--- config.mk ---
export PLATFORM = sky130hd
export DESIGN_NAME = dmem_arbiter_flat
export DESIGN_NICKNAME = d
export VERILOG_FILES = /design/src/rtl/dmem_arbiter_if.sv /design/src/rtl/dmem_arbiter.sv /design/src/flat_wrapper.sv
export SDC_FILE = /design/constraint.sdc
export NUM_CORES = 1
export LEC_CHECK = 0
export BUFFER_PORTS_ARGS = -buffer_cell sky130_fd_sc_hd__buf_2
export CAP_MARGIN = 20
export CORE_MARGIN = 2
export CORE_UTILIZATION = 33
export CTS_BUF_LIST = sky130_fd_sc_hd__clkbuf_4
export CTS_CLUSTER_DIAMETER = 100
export DETAILED_ROUTE_END_ITERATION = 6
export PLACE_DENSITY = 0.71
export SYNTH_ARGS = -nofsm -noshare
export SYNTH_HDL_FRONTEND = slang
export SYNTH_SLANG_ARGS = --single-unit
--- constraint.sdc ---
create_clock -name clk -period 2.6 [get_ports clk]
set_input_delay 0.13 -clock clk [delete_from_list [all_inputs] [get_ports clk]]
set_output_delay 0.13 -clock clk [all_outputs]
set_load 0.02 [all_outputs]
--- src/rtl/dmem_arbiter_if.sv ---
// -----------------------------------------------------------------------------
// dmem_arbiter_if
// Bundles every bus signal of the data-memory arbiter: two requester ports
// (req/we/adr/wdata in, ack/err/rdata out), the single-port memory interface
// (mem_we/mem_adr/mem_wdata out, mem_rdata in) and the busy status flag.
//   slave  : the arbiter's view (drives ack/err/rdata, mem_*, busy)
//   master : the surrounding system's view (requesters and the memory)
// -----------------------------------------------------------------------------
interface dmem_arbiter_if #(
  parameter int WIDTH = 32
);
  // Requester port 0 (CPU data port)
  logic             req0;
  logic             we0;
  logic [WIDTH-1:0] adr0;
  logic [WIDTH-1:0] wdata0;
  logic             ack0;
  logic             err0;
  logic [WIDTH-1:0] rdata0;

  // Requester port 1 (loader / debug engine)
  logic             req1;
  logic             we1;
  logic [WIDTH-1:0] adr1;
  logic [WIDTH-1:0] wdata1;
  logic             ack1;
  logic             err1;
  logic [WIDTH-1:0] rdata1;

  // Single-port memory
  logic             mem_we;
  logic [WIDTH-1:0] mem_adr;
  logic [WIDTH-1:0] mem_wdata;
  logic [WIDTH-1:0] mem_rdata;

  // Status
  logic             busy;

  modport slave (
    input  req0, we0, adr0, wdata0,
    output ack0, err0, rdata0,
    input  req1, we1, adr1, wdata1,
    output ack1, err1, rdata1,
    output mem_we, mem_adr, mem_wdata,
    input  mem_rdata,
    output busy
  );

  modport master (
    output req0, we0, adr0, wdata0,
    input  ack0, err0, rdata0,
    output req1, we1, adr1, wdata1,
    input  ack1, err1, rdata1,
    input  mem_we, mem_adr, mem_wdata,
    output mem_rdata,
    input  busy
  );
endinterface

--- src/rtl/dmem_arbiter.sv ---
// -----------------------------------------------------------------------------
// dmem_arbiter
// Round-robin arbiter placing two requesters onto one single-port data
// memory (including the display registers at 0x1000/0x1004, which need no
// special handling here). Each transaction takes IDLE -> ACCESS -> DONE:
// grant in IDLE, one memory cycle in ACCESS, one-cycle ack in DONE.
// Ports:
//   clk   : system clock, rising edge
//   reset : synchronous, active-high; aborts any transaction in flight
//   bus   : dmem_arbiter_if.slave - requester ports 0/1, memory bus, busy
// -----------------------------------------------------------------------------
module dmem_arbiter #(
  parameter int WIDTH = 32
) (
  input  logic           clk,
  input  logic           reset,
  dmem_arbiter_if.slave  bus
);

  typedef enum logic [1:0] {
    IDLE   = 2'd0,
    ACCESS = 2'd1,
    DONE   = 2'd2
  } state_t;

  state_t state_q, state_d;

  // Transaction context captured at grant time
  logic             sel_q, sel_d;     // granted port
  logic             we_q, we_d;
  logic             mis_q, mis_d;     // misaligned address
  logic             last_q, last_d;   // last port serviced (round-robin)
  logic [WIDTH-1:0] mem_adr_q, mem_adr_d;
  logic [WIDTH-1:0] mem_wdata_q, mem_wdata_d;

  // Per-port read data, held until that port's next read completes
  logic [WIDTH-1:0] rdata_q [2];

  // Requester ports gathered into arrays so the grant can index them
  logic [1:0]       req_w;
  logic [1:0]       we_w;
  logic [WIDTH-1:0] adr_w   [2];
  logic [WIDTH-1:0] wdata_w [2];
  logic [1:0]       ack_w;
  logic [1:0]       err_w;

  logic             grant;

  assign req_w      = {bus.req1, bus.req0};
  assign we_w       = {bus.we1, bus.we0};
  assign adr_w[0]   = bus.adr0;
  assign adr_w[1]   = bus.adr1;
  assign wdata_w[0] = bus.wdata0;
  assign wdata_w[1] = bus.wdata1;

  // ---------------------------------------------------------------------------
  // Next-state logic
  // ---------------------------------------------------------------------------
  always_comb begin
    state_d     = state_q;
    sel_d       = sel_q;
    we_d        = we_q;
    mis_d       = mis_q;
    last_d      = last_q;
    mem_adr_d   = mem_adr_q;
    mem_wdata_d = mem_wdata_q;
    grant       = 1'b0;

    case (state_q)
      IDLE: begin
        if (req_w != 2'b00) begin
          // Contention goes to the port that was not serviced last;
          // otherwise the single requester wins.
          if (req_w == 2'b11) begin
            grant = ~last_q;
          end else begin
            grant = req_w[1];
          end
          sel_d       = grant;
          we_d        = we_w[grant];
          mem_adr_d   = adr_w[grant];
          mem_wdata_d = wdata_w[grant];
          mis_d       = (adr_w[grant][1:0] != 2'b00);
          state_d     = ACCESS;
        end
      end
      ACCESS: begin
        state_d = DONE;
      end
      DONE: begin
        last_d  = sel_q;
        state_d = IDLE;
      end
      default: begin
        state_d = IDLE;
      end
    endcase
  end

  // ---------------------------------------------------------------------------
  // State and context registers
  // ---------------------------------------------------------------------------
  always_ff @(posedge clk) begin
    if (reset) begin
      state_q     <= IDLE;
      sel_q       <= 1'b0;
      we_q        <= 1'b0;
      mis_q       <= 1'b0;
      last_q      <= 1'b1;   // port 0 wins the first contention
      mem_adr_q   <= '0;
      mem_wdata_q <= '0;
    end else begin
      state_q     <= state_d;
      sel_q       <= sel_d;
      we_q        <= we_d;
      mis_q       <= mis_d;
      last_q      <= last_d;
      mem_adr_q   <= mem_adr_d;
      mem_wdata_q <= mem_wdata_d;
    end
  end

  // Read data capture at the end of ACCESS. A misaligned read returns 0;
  // writes leave the previous read data in place.
  always_ff @(posedge clk) begin
    if (reset) begin
      for (int i = 0; i < 2; i++) begin
        rdata_q[i] <= '0;
      end
    end else if ((state_q == ACCESS) && !we_q) begin
      rdata_q[sel_q] <= mis_q ? '0 : bus.mem_rdata;
    end
  end

  // ---------------------------------------------------------------------------
  // Outputs: all decoded from registered state, so nothing combinational
  // runs from the requester inputs to the memory bus.
  // ---------------------------------------------------------------------------
  for (genvar gi = 0; gi < 2; gi++) begin : g_port
    assign ack_w[gi] = (state_q == DONE) && (sel_q == 1'(gi));
    assign err_w[gi] = (state_q == DONE) && (sel_q == 1'(gi)) && mis_q;
  end

  assign bus.ack0   = ack_w[0];
  assign bus.err0   = err_w[0];
  assign bus.rdata0 = rdata_q[0];
  assign bus.ack1   = ack_w[1];
  assign bus.err1   = err_w[1];
  assign bus.rdata1 = rdata_q[1];

  // Write strobe lasts exactly the one ACCESS cycle and is suppressed for
  // misaligned addresses so memory is never touched by them.
  assign bus.mem_we    = (state_q == ACCESS) && we_q && !mis_q;
  assign bus.mem_adr   = mem_adr_q;
  assign bus.mem_wdata = mem_wdata_q;
  assign bus.busy      = (state_q != IDLE);

endmodule

--- src/flat_wrapper.sv ---
// flat-port wrapper written by rule: the top's interface ports become plain ports
module dmem_arbiter_flat 
#(
  parameter int WIDTH = 32
)
  (clk, reset, bus_req0, bus_we0, bus_adr0, bus_wdata0, bus_ack0, bus_err0, bus_rdata0, bus_req1, bus_we1, bus_adr1, bus_wdata1, bus_ack1, bus_err1, bus_rdata1, bus_mem_we, bus_mem_adr, bus_mem_wdata, bus_mem_rdata, bus_busy);
  dmem_arbiter_if #(.WIDTH(WIDTH)) bus_i ();
  input  logic clk;
  input  logic reset;
  input wire logic [$bits(bus_i.req0)-1:0] bus_req0;
  input wire logic [$bits(bus_i.we0)-1:0] bus_we0;
  input wire logic [$bits(bus_i.adr0)-1:0] bus_adr0;
  input wire logic [$bits(bus_i.wdata0)-1:0] bus_wdata0;
  output wire logic [$bits(bus_i.ack0)-1:0] bus_ack0;
  output wire logic [$bits(bus_i.err0)-1:0] bus_err0;
  output wire logic [$bits(bus_i.rdata0)-1:0] bus_rdata0;
  input wire logic [$bits(bus_i.req1)-1:0] bus_req1;
  input wire logic [$bits(bus_i.we1)-1:0] bus_we1;
  input wire logic [$bits(bus_i.adr1)-1:0] bus_adr1;
  input wire logic [$bits(bus_i.wdata1)-1:0] bus_wdata1;
  output wire logic [$bits(bus_i.ack1)-1:0] bus_ack1;
  output wire logic [$bits(bus_i.err1)-1:0] bus_err1;
  output wire logic [$bits(bus_i.rdata1)-1:0] bus_rdata1;
  output wire logic [$bits(bus_i.mem_we)-1:0] bus_mem_we;
  output wire logic [$bits(bus_i.mem_adr)-1:0] bus_mem_adr;
  output wire logic [$bits(bus_i.mem_wdata)-1:0] bus_mem_wdata;
  input wire logic [$bits(bus_i.mem_rdata)-1:0] bus_mem_rdata;
  output wire logic [$bits(bus_i.busy)-1:0] bus_busy;
  assign bus_i.req0 = bus_req0;
  assign bus_i.we0 = bus_we0;
  assign bus_i.adr0 = bus_adr0;
  assign bus_i.wdata0 = bus_wdata0;
  assign bus_ack0 = bus_i.ack0;
  assign bus_err0 = bus_i.err0;
  assign bus_rdata0 = bus_i.rdata0;
  assign bus_i.req1 = bus_req1;
  assign bus_i.we1 = bus_we1;
  assign bus_i.adr1 = bus_adr1;
  assign bus_i.wdata1 = bus_wdata1;
  assign bus_ack1 = bus_i.ack1;
  assign bus_err1 = bus_i.err1;
  assign bus_rdata1 = bus_i.rdata1;
  assign bus_mem_we = bus_i.mem_we;
  assign bus_mem_adr = bus_i.mem_adr;
  assign bus_mem_wdata = bus_i.mem_wdata;
  assign bus_i.mem_rdata = bus_mem_rdata;
  assign bus_busy = bus_i.busy;
  dmem_arbiter #(.WIDTH(WIDTH)) u_core (.clk(clk), .reset(reset), .bus(bus_i));
endmodule
==> run metrics <==
synthesized cell area 0.00629 mm2; routed vias/inst between 4 and 5; Die Wd 142 um; wire per inst 16.3 um; CP max-delay cell dlygate4sd3_1; Ports 300; Max Root-Sink Buffers 2; cells along the critical path nor2_4 -> buf_6 -> o2111ai_1 -> dlygate4sd3_1 -> a31oi_1 -> dlygate4sd3_1; clock sink count about 130; #FFs+latches synth 134; Avg Inst Size Synth 11.0 um2; mux cell area share after synthesis 0; CTS tree built; RSZ-0062 raised after global routing false; crit end category register; Die Ht 142 um; Net Count, Synth 737; Max Fclk 418 MHz; vias after detailed routing 6145; Post-synth EDFFs 64; Slew headroom 0.343; vias in the first global route 6136; outcome complete, no violations; setup violators final 0; Max IR drop VDD 266 uV; Tot GR Track Use 0.199; Initial Utilization 0.337; Worst EP required 3.08 ns; largest net degree at the start of global routing 59; fin. max-slew vios 0; 1st-pass router iterations 4; crit-path max FO 48; post-placement cell count 1064; Buffers on Ports 299; clk_lat worst skew approximately 0.53 ns; compound-cell area share of the yosys netlist 0.216; Core Region roughly 0.019 mm2; Clock Pin Slew Worst Setup and Hold Paths between 0.1 and 0.15 ns; global-route wire length before repair 31.4 mm; CTS buffer count 17; CP max stage delay between 0.5 and 0.6 ns; Final Cycle Share 0.921; max-cap violations 0; Critical Path Source Type register; Placer Congestion around 0.78; antenna violations before repair 1; grt ovf 0; kind of critical path reg -> reg; layout cells sized above 1 0.459; Power Density 548 mW/mm2; TNS Setup 0 ns; Pleak 4.31 nW; Post-Synthesis Cells 571; main combinational cell family by area after synthesis compound AO/OA/AOI/OAI gates; Fin. Hold Viols 0; Worst Tran Pin Value around 0.98 ns; initial DRC count 274; Cell variety after synth 36; Clock Skew 0.0226 ns; synthesis-to-layout area growth 55.4%; htree depth 4; sequential area share after synthesis 0.528; FILL cells 1617; row count 50; asr flop ratio synth 0; adder-cell share of the synthesized area 0; Post-DP HPWL ~12 mm; Root Buffer clkbuf_4; worst min path class in -> reg; post-CTS setup buffer count 0; Worst path most repeated cell dlygate4sd3_1; WL final between 20 and 25 mm; family with the most delay on the worst path buffers and inverters; crit path buf inv count 3; CP arrival approximately 2.9 ns; simple-gate share of the synthesized area 0.189; clock period minus final worst setup slack between 2 and 2.5 ns; Non-Filler Instances around 1300; Synth Warn # 0; number of routed nets with antenna violations 0; nets@finish around 1200; post-synthesis xor/xnor area fraction 0; Die Footprint 0.0202 mm2; main flop type after synthesis dfxtp_1; Remaining DRCs 0
final timing paths:
check	from	to	slack, ns	cells past startpoint
min reg2reg	u_core.bus.mem_adr[1]$_SDFFE_PP0P_	u_core.bus.mem_adr[1]$_SDFFE_PP0P_	0.50	2
min	bus_req0	u_core.state_q[0]$_SDFFE_PP0P_	0.09	3
max	u_core.state_q[1]$_SDFFE_PP0P_	u_core.mis_q$_SDFFE_PP0P_	0.21	6
max reg2reg	u_core.state_q[1]$_SDFFE_PP0P_	u_core.mis_q$_SDFFE_PP0P_	0.21	6
state kept, by name, indices dropped and copies added (netlist names):
name,cells
u_core.mis_q,1
u_core.last_q,1
u_core.bus.mem_adr,32
u_core.we_q,1
u_core.sel_q,1
u_core.state_q,2
u_core.rdata_q,64
u_core.bus.mem_wdata,32
where the power goes:
| group | switching, W | internal, W | total (W) |
|---|---|---|---|
| Combinational | 0.000828 | 0.000700 | 0.00153 |
| Clock | 0.000921 | 0.000417 | 0.00134 |
| Sequential | 0.000103 | 0.00239 | 0.00249 |
synth_stat cells (2+ instances only):
| master | instances | area (um2) |
|---|---|---|
| a311oi_1 | 3 | 26.3 |
| buf_12 | 6 | 120 |
| nand2_2 | 60 | 375 |
| nand2_1 | 68 | 255 |
| dfxtp_1 | 70 | 1400 |
| buf_6 | 8 | 90.1 |
| o21ai_0 | 2 | 10.0 |
| buf_4 | 8 | 60.1 |
| clkbuf_1 | 11 | 41.3 |
| o32ai_2 | 2 | 32.5 |
| nand2b_1 | 35 | 219 |
| buf_2 | 18 | 90.1 |
| a311oi_2 | 60 | 901 |
| edfxtp_1 | 64 | 1920 |
| and2_1 | 2 | 12.5 |
| nor2_1 | 68 | 255 |
| a21oi_1 | 64 | 320 |
| a32oi_1 | 2 | 17.5 |
| inv_1 | 3 | 11.3 |
layout by cell type, fill, tap and decap left out, types with 3 or more instances in the layout:
cell and n:
buf_2 298, inv_6 5, clkinvlp_4 3, a21oi_1 64, nor2_1 67, nand2_2 60
nand2b_1 35, a311oi_2 60, buf_4 8, dfxtp_1 70, inv_8 3, nand2_1 68
dlygate4sd3_1 167, clkinv_4 4, clkbuf_4 17, edfxtp_1 64, buf_12 4, a311oi_1 3
inv_1 3
cell families (layout without fill, tap and decap cells):
group	count (synthesis)	in the layout
AO/OA/AOI/OAI	139	139
AND/OR/NAND/NOR	242	242
flip-flops	134	134
other	0	1
buffers and inverters	56	514
through the flow:
stage	setup slack (ns)	util	power, W	hold WS (ns)	cell area [um2]
floorplan	0.637	-	0.00336	0.290	6290
global placement	0.971	0.419	0.00376	0.399	7840
detailed placement	0.921	0.419	0.00377	0.404	7840
CTS	0.0521	0.523	0.00538	0.0280	9780
global route	0.0885	0.523	0.00563	0.0641	9780
finish	0.205	0.523	0.00536	0.0917	9780
worst reg2reg max path, delay by kind of cell (launching register included):
kind,cells,cell delay (ns)
buffers and inverters,3,1.48
flip-flops,1,0.41
AO/OA/AOI/OAI,2,0.29
AND/OR/NAND/NOR,1,0.18
timing repair:
item,4_1_cts,5_1_grt
endpoints found under the hold margin,132,0
gates resized for setup,0,1
endpoints found under the setup margin,0,1
hold buffers,167,0
cell type report:
class,count,area (um2),share of cell area
inverters,4,15.0,0.00153
clock buffers,17,128,0.0130
flip-flops and latches,134,3320,0.340
well taps,234,293,0.0299
multi-input cells,381,2570,0.263
diodes,1,2.50,0.000256
clock inverters,15,135,0.0138
repair buffers,478,3310,0.339
routing by layer:
layer | vias up | wire length [um] | global-route usage
li1 | 2928 | - | -
met1 | 2891 | 8100 | 0.230
met2 | 299 | 10400 | 0.353
met3 | 27 | 1650 | 0.0552
met4 | 0 | 396 | 0.0705
met5 | - | 0 | 0
No activity file was read; power rests on OpenSTA's default activity.
